**src/rtl/seg7_to_bcd_reader.sv**
```systemverilog
// seg7_to_bcd_reader: debounces a 7-segment pattern and shifts each stable decoded digit into a two-digit BCD display.
module seg7_to_bcd_reader #(
    parameter int STABLE_CYCLES = 4
) (
    input  logic       clk,
    input  logic       rst,
    input  logic       ena,
    input  logic [7:0] ui_in,
    input  logic [7:0] uio_in,
    output logic [7:0] uo_out,
    output logic [7:0] uio_out,
    output logic [7:0] uio_oe
);
    typedef enum logic [1:0] {IDLE, TRACK, HOLD} state_t;
    localparam logic [3:0] LAST = 4'(STABLE_CYCLES - 1);
    state_t     state, state_d;
    logic [6:0] seg_q;
    logic [3:0] cnt, tens, ones, dig;
    logic       dv, err, ovf, legal;
    logic [6:0] seg;
    logic       blank, same, clr, load, commit;
    logic       unused_bits;
    assign unused_bits = ^{ui_in[7], uio_in[7:1]};
    assign seg    = ui_in[6:0];
    assign blank  = seg == 7'd0;
    assign same   = seg == seg_q;
    assign clr    = uio_in[0];
    assign load   = !blank && (state == IDLE || !same);
    assign commit = state == TRACK && same && cnt == LAST;
    always_comb begin
        dig   = 4'd0;
        legal = 1'b1;
        case (seg)
            7'b1111110: dig = 4'd0;
            7'b0110000: dig = 4'd1;
            7'b1101101: dig = 4'd2;
            7'b1111001: dig = 4'd3;
            7'b0110011: dig = 4'd4;
            7'b1011011: dig = 4'd5;
            7'b1011111: dig = 4'd6;
            7'b1110000: dig = 4'd7;
            7'b1111111: dig = 4'd8;
            7'b1111011: dig = 4'd9;
            default:    legal = 1'b0;
        endcase
    end
    always_comb begin
        state_d = state;
        case (state)
            IDLE:    state_d = blank ? IDLE : TRACK;
            TRACK:   state_d = same ? (cnt == LAST ? HOLD : TRACK) : (blank ? IDLE : TRACK);
            default: state_d = same ? HOLD : (blank ? IDLE : TRACK);
        endcase
    end
    always_ff @(posedge clk) begin
        if (rst) begin
            state <= IDLE;
            seg_q <= '0;
            cnt   <= '0;
            tens  <= '0;
            ones  <= '0;
            dv    <= 1'b0;
            err   <= 1'b0;
            ovf   <= 1'b0;
        end else begin
            // the pulse self-clears every edge, so it never outlives one cycle even if ena drops
            dv <= 1'b0;
            if (ena && clr) begin
                state <= IDLE;
                seg_q <= '0;
                cnt   <= '0;
                tens  <= '0;
                ones  <= '0;
                err   <= 1'b0;
                ovf   <= 1'b0;
            end else if (ena) begin
                state <= state_d;
                if (load) begin
                    seg_q <= seg;
                    cnt   <= '0;
                end else if (state == TRACK && same && cnt != LAST) begin
                    cnt <= cnt + 4'd1;
                end
                if (commit && legal) begin
                    tens <= ones;
                    ones <= dig;
                    dv   <= 1'b1;
                    if (tens != 4'd0) ovf <= 1'b1;
                end else if (commit) begin
                    err <= 1'b1;
                end
            end
        end
    end
    always_comb begin
        uo_out  = {tens, ones};
        uio_out = {4'b0000, ovf, state == TRACK, err, dv};
        uio_oe  = 8'b0000_1111;
    end
endmodule
```
**config.mk**
```make
export PLATFORM = sky130hd
export DESIGN_NAME = seg7_to_bcd_reader
export DESIGN_NICKNAME = d
export VERILOG_FILES = /design/src/rtl/seg7_to_bcd_reader.sv
export SDC_FILE = /design/constraint.sdc
export NUM_CORES = 1
export LEC_CHECK = 0
export CELL_PAD_IN_SITES_DETAIL_PLACEMENT = 0
export CELL_PAD_IN_SITES_GLOBAL_PLACEMENT = 1
export CORE_ASPECT_RATIO = 0.5
export CORE_MARGIN = 2
export CORE_UTILIZATION = 34
export DETAILED_ROUTE_END_ITERATION = 6
export PLACE_DENSITY = 0.87
export RECOVER_POWER = 100
export SYNTH_ARGS = -nofsm -noshare
export SYNTH_HDL_FRONTEND = slang
export SYNTH_SLANG_ARGS = --single-unit
```
**constraint.sdc**
```tcl
create_clock -name clk -period 2.56 [get_ports clk]
set_input_delay 0.512 -clock clk [delete_from_list [all_inputs] [get_ports clk]]
set_output_delay 0.512 -clock clk [all_outputs]
set_load 0.005 [all_outputs]
```
==> impl_results.md, run 1 <==
* Hold slack final at roughly 0.47 ns
* Post-DRT Antenna Nets at 0
* DRT Wirelength at 3130 um
* F_max at around 420 MHz
* Synth warn at 0
* Die width at a little under 100 um
* DP Cell Count at between 200 and 300
* Hold Crit Class: flip-flop to flip-flop
* Worst Path Buf+Inv at 1
* Crit path DAT at between 2 and 3 ns
* Fin. Hold Viols at 0
* Sequential Power Share at roughly 50%
* IO Pins at 43
* Internal power at between 0.0005 and 0.0006 W
* RSZ-0062 raised after global routing: no
* H-tree depth at 1
* Fin cells at around 260
* Vias in the first global route at between 1k and 1.5k
* CP peak stage delay at 0.52 ns
* Period utilization at 93.2%
* Core footprint at approximately 0.0040 mm^2
* CP endpoint kind: flip-flop
* First-pass GRT wire length at 5400 um
* DP HPWL at roughly 2500 um
* Cts hold-fix bufs at 0
* Post-route minimum period at around 2.4 ns
* Diode count at 0
* Post-route design area at 0.00182 mm^2
* Pleak at about 0.74 nW
* P_sw at roughly 0.00020 W
* Kind of critical path: input pin to flip-flop
* Async set or reset register ratio after synthesis at 0%
* # clock sinks at 24
* Critical path's top delay family: simple AND/OR/NAND/NOR gates
* Yosys reg bits at 24
* Clock power share at 34.1%
* NumNets Final at ~220
* Via-per-instance ratio at a little under 5
* Gr usage total at a little over an eighth
* Synth cell types at 45
* Synth Cell Area at ~0.0015 mm^2
* Die footprint at 0.00487 mm^2
* Die height at approximately 50 um
* Gate Count Post-Synth at roughly 170
* Layout area overhead at 24.3%
* Dpl ws at -0.0870 ns
* Syn_area_per_cell at a little under 9 um^2
* Seq/Total Area, Yosys at approximately a third
* Initial antenna violation count at 0
* CTS root buffer: clkbuf_8
* EDFF count, synth at 0
* Final worst slack at 0.175 ns
* Gr ovfl total at 0
* Clock skew at around 0.0039 ns
* Largest net degree at the start of global routing at 14
* Peak VDD IR at around 140 uV
* Vias at 1256
* CP cell instances: clkdlybuf4s50_1 -> or4_4 -> nand3b_4 -> and2_4 -> a221oi_2 -> or3_1 -> a21oi_2
* Clk pin slew, worst setup/hold paths at ~0.09 ns
* Post-CTS setup buffers at 0
* Total iterations of the first detailed-routing run at 4
* Worst-skew pair later-pin latency at around 0.27 ns
* Num CTS Buffers at 3
* Drt drc at 0
* Prevailing post-synth register cell: dfxtp_1
* Combinational share of power at between 10% and 20%
* Initial Utilization at about 37%
* Routed WL per cell at roughly 12 um
* CP max FO at 5
* Fill count at about 390
* Data required time of the worst path at roughly 2.7 ns
* Row cnt at 16
* Input/output buffers at 22
* Final Max Tran Viols at 0
* Startpoint Class: input pin
* Clock buffer depth at 2
* Post-placement cell area at about 0.0018 mm^2
* Pwr dens at ~430 mW/mm^2
* Share of cells above drive strength 1 at between 10% and 20%
* Initial detailed-routing violation count at 29
* CP max-delay cell: or4_4
* Post-CTS sizing at 0
* Status: finished, final reports clean
* Setup violators final at 0
* CTS tree: yes
* Max-Cap Viols at 0
* GP Congestion at about 0.93
* Sw Share at 25.2%
==> synthesized netlist by cell type (all sizes together) (2+ instances only) <==
cell type	instances	share of area [%]
a21oi	5	2.0
nand2	15	3.8
a221oi	2	2.4
dfxtp	24	33
nand2b	3	1.3
a22oi	2	1.0
buf	24	12
mux2i	14	9.6
o32a	2	1.4
or3	4	2.1
nor2	16	4.1
or4	3	1.8
conb	2	0.51
nand3	5	1.7
nand4	2	0.86
o22ai	2	0.86
nor2b	6	2.7
nor3	3	1.0
clkbuf	3	0.77
inv	3	0.77
o21ai	5	1.7
xnor2	8	4.8
nand4b	2	1.2
==> layout make-up <==
cell class,instances,area [um^2],share of cell area [%]
repair buffers,45,395,21.7
inverters,3,11.3,0.619
well taps,54,67.6,3.72
flip-flops and latches,24,480,26.4
clock buffers,4,55.1,3.03
multi-input cells,125,808,44.5
==> registers in the layout, summed over array words and instances, names as in the netlist <==
| register | cells |
|---|---|
| seg_q | 7 |
| cnt | 4 |
| ones | 4 |
| tens | 4 |
| state | 2 |
| dv | 1 |
| err | 1 |
| ovf | 1 |
==> worst register-to-register path: stages (launching register included) <==
cell and delay (ns):
dfxtp_1 0.35, ha_1 0.21, nor2b_1 0.15, nor2b_1 0.15, nor4_1 0.27, buf_4 0.15, a221oi_2 0.05, or3_1 0.38
a21oi_2 0.13
==> cell families (layout without fill, tap and decap cells) <==
logic type                 count (synthesis)  count (layout)  synth area share, %
and+or+nand+nor                           65              65                 24.6
buffers and inverters                     30              52                 13.2
AOI/OAI and AO/OA                         25              25                 13.7
DFF                                       24              24                 32.8
muxes                                     14              14                 9.58
xor gates and xnor gates                   8               8                 4.79
other                                      2              12                0.513
adders and majority gates                  1               1                0.855
==> power by group through the flow <==
stage                     registers [W]  clock network (W)   logic, W
after floorplan                0.000393                  0  0.0000943
after global placement         0.000394                  0   0.000127
after detailed placement       0.000394                  0   0.000131
after CTS                      0.000385           0.000273   0.000131
after global routing           0.000386           0.000292   0.000139
final                          0.000385           0.000264   0.000126
==> per-stage QoR <==
step                power [W]  TNS, ns  util [%]
global placement     0.000521   -0.511      44.8
global route         0.000817        0      45.4
detailed placement   0.000525   -0.633      44.8
finish               0.000775        0      45.4
CTS                  0.000789        0      46.1
floorplan            0.000487        0         -
==> metal layers <==
| metal | share of wire (%) | up-vias | track usage [%] |
|---|---|---|---|
| li1 | - | 624 | - |
| met1 | 47 | 593 | 17.2 |
| met2 | 48 | 37 | 24.0 |
| met3 | 5.1 | 2 | 3.06 |
| met4 | 0.26 | 0 | 4.23 |
| met5 | 0 | - | 0 |
==> placed cells by master (no fill, tap or decap), types with 2 or more instances in the layout <==
cell type,instances
buf_4,19
nor3_1,3
nand4b_1,2
clkbuf_8,4
conb_1,12
nand2_1,15
a21oi_1,4
o21ai_1,2
nor2b_1,5
nand3_1,5
clkbuf_1,2
o21ai_0,3
dlygate4sd3_1,12
inv_1,3
or3_1,3
clkdlybuf4s50_1,10
dfxtp_1,24
nand2b_1,3
or4_1,2
mux2i_1,14
nand4_1,2
o22ai_1,2
a22oi_1,2
nor2_1,16
xnor2_1,8
o32a_1,2
==> worst paths after layout <==
| check | cells after the start | from | slack, ns | end |
|---|---|---|---|---|
| hold reg to reg | 1 | err | 0.47 | err |
| setup reg to reg | 8 | cnt[0] | 0.65 | cnt[3] |
| hold / removal | 1 | err | 0.47 | err |
| setup / recovery | 7 | ui_in[2] | 0.17 | cnt[3] |
(Power assumes the default switching activity.)
==> run 2: changes to the inputs <==
- CAP_MARGIN: unset -> 15
==> results of run 2 <==
The final DEF is identical to that of run 1; final timing and power are the same.
==> run 3: changes to the inputs <==
- CORE_MARGIN: 2 -> unset
==> run 3 against run 2 <==
  * Sequential power hardly changed
  * Via count decreased by 0.88%
  * Fmax down 0.34%
  * Clock skew is 0.0011 ns lower
  * Critical path depth up 2
  * Cell area is 0.69% higher
  * Utilization up 0.31 points
  * Sequential share of layout area is 0.18 points lower
==> impl_results.md, run 3 (same netlist as run 1, synthesis figures left out) <==
* Fin. Hold Viols at 0
* Drt drc at 0
* Vias in the first global route at between 1k and 1.5k
* First-pass GRT wire length at around 5500 um
* CP peak stage delay at between 0.4 and 0.5 ns
* CTS tree: yes
* DP Cell Count at 252
* Via-per-instance ratio at slightly below 5
* Combinational share of power at roughly 15%
* CP max-delay cell: clkdlybuf4s50_1
* DP HPWL at ~2400 um
* Max reg flops at 7
* Hold Startpoint: err
* Period utilization at 93.5%
* Pleak at around 0.73 nW
* Commonest non-fill, non-tap cells in the layout: dfxtp_1, buf_4, nor2_1
* GP Congestion at just over 0.9
* Clk pin slew, worst setup/hold paths at ~0.090 ns
* # clock sinks at 24
* Routed WL per cell at 12.1 um
* Worst Setup SP: ui_in[0]
* Hold Crit Class: flip-flop to flip-flop
* Setup slack on the worst flop-to-flop path at roughly 0.66 ns
* Footprint of the multi-input gates at between 700 and 800 um^2
* Startpoint Class: input pin
* Post-route design area at between 0.0015 and 0.002 mm^2
* Max-Cap Viols at 0
* Cts hold-fix bufs at 0
* Sw Share at between 20% and 30%
* Share of cells above drive strength 1 at between 10% and 20%
* Post-placement cell area at approximately 0.0018 mm^2
* Die footprint at between 0.004 and 0.005 mm^2
* F_max at between 400 and 500 MHz
* Die width at 94.8 um
* Pwr dens at around 460 mW/mm^2
* Core footprint at 0.00400 mm^2
* Kind of critical path: input pin to flip-flop
* FF/Latch Area at approximately 480 um^2
* Crit path capture: tens[1]
* P_sw at between 0.00015 and 0.0002 W
* Most common cell after layout, fill and taps aside: dfxtp_1
* Layout area overhead at 25.1%
* Num CTS Buffers at 3
* Vias at approximately 1.2k
* Worst-skew pair later-pin latency at 0.27 ns
* Post-DRT Antenna Nets at 0
* Peak VDD IR at 182 uV
* Clock power share at roughly 40%
* Initial antenna violation count at 0
* Worst Reg-to-Reg Cells at 8
* Fill count at between 300 and 400
* Crit path DAT at between 2 and 3 ns
* Post-CTS setup buffers at 0
* Largest net degree at the start of global routing at 16
* Dpl ws at -0.137 ns
* RSZ-0062 raised after global routing: no
* H-tree depth at 1
* Diode count at 0
* CP max FO at 8
* Data required time of the worst path at about 2.8 ns
* Gr usage total at between 10% and 20%
* Input/output buffers at 22
* Initial Utilization at between 30% and 40%
* Gr ovfl total at 0
* CP cell instances: clkdlybuf4s50_1 -> buf_4 -> or3_1 -> o21ai_0 -> a22oi_1 -> o21ai_1 -> nor2b_2 -> buf_12 -> mux2i_1
* IO Pins at 43
* Internal power at 0.000652 W
* Setup violators final at 0
* Sequential Power Share at 45.5%
* Worst r2r dst: cnt[3]
* Final worst slack at 0.167 ns
* CTS root buffer: clkbuf_8
* Largest reg by FF count: seg_q
* Clock buffer depth at 2
* Fin cells at between 200 and 300
* Final Max Tran Viols at 0
* Row cnt at 16
* Post-CTS sizing at 0
* NumNets Final at around 220
* Worst r2r src: cnt[0]
* Die height at 48.4 um
* DRT Wirelength at 3100 um
* Total iterations of the first detailed-routing run at 4
* Status: finished, final reports clean
* Clock skew at approximately 0.0029 ns
* Post-route minimum period at around 2.4 ns
* Initial detailed-routing violation count at 59
* Core Util, Final at between 40% and 50%
* CP endpoint kind: flip-flop
* Total power at around 0.00085 W
-- run 3: worst min path at each step --
| stage | end | slack (ns) | cells after the start |
|---|---|---|---|
| 3_3_place_gp | err | 0.45 | 1 |
| 6_report | err | 0.47 | 1 |
| 2_1_floorplan | ovf | 0.44 | 2 |
| 4_1_cts | tens[2] | 0.48 | 2 |
| 3_5_place_dp | err | 0.47 | 1 |
| 5_1_grt | tens[0] | 0.51 | 2 |
-- run 3: cell type report --
type / instances / share of cell area, %
clock buffers: 3 / 2.26
clock inverters: 1 / 1.64
inverters: 3 / 0.615
multi-input cells: 125 / 43.5
flip-flops and latches: 24 / 26.2
well taps: 54 / 3.69
repair buffers: 46 / 22.0
-- run 3: power by group through the flow --
stage | combinational (W) | clock, W | sequential [W]
global placement | 0.000129 | 0 | 0.000394
floorplan | 0.0000943 | 0 | 0.000393
detailed placement | 0.000131 | 0 | 0.000394
CTS | 0.000131 | 0.000345 | 0.000386
finish | 0.000125 | 0.000336 | 0.000386
global route | 0.000140 | 0.000363 | 0.000387
-- run 3: through the flow --
stage	setup TNS, ns	hold WS (ns)
2_1_floorplan	0	0.438
3_3_place_gp	-0.668	0.452
3_5_place_dp	-0.891	0.466
4_1_cts	0	0.481
5_1_grt	0	0.508
6_report	0	0.472
-- run 3: critical path: cells and delay by family --
family / cells / cell delay [ns]
simple gates: 2 / 0.61
mux: 1 / 0.19
buf+inv: 3 / 0.76
compound gates: 3 / 0.52
-- run 3: routing by layer --
metal / vias to the layer above / GRT usage, % / wire length [um] / part of all wire [%]
met5: - / 0 / 0 / 0
met4: 0 / 4.55 / 27 / 0.87
met3: 2 / 4.09 / 164 / 5.3
met2: 34 / 25.7 / 1440 / 47
met1: 582 / 19.4 / 1470 / 47
li1: 627 / - / - / -
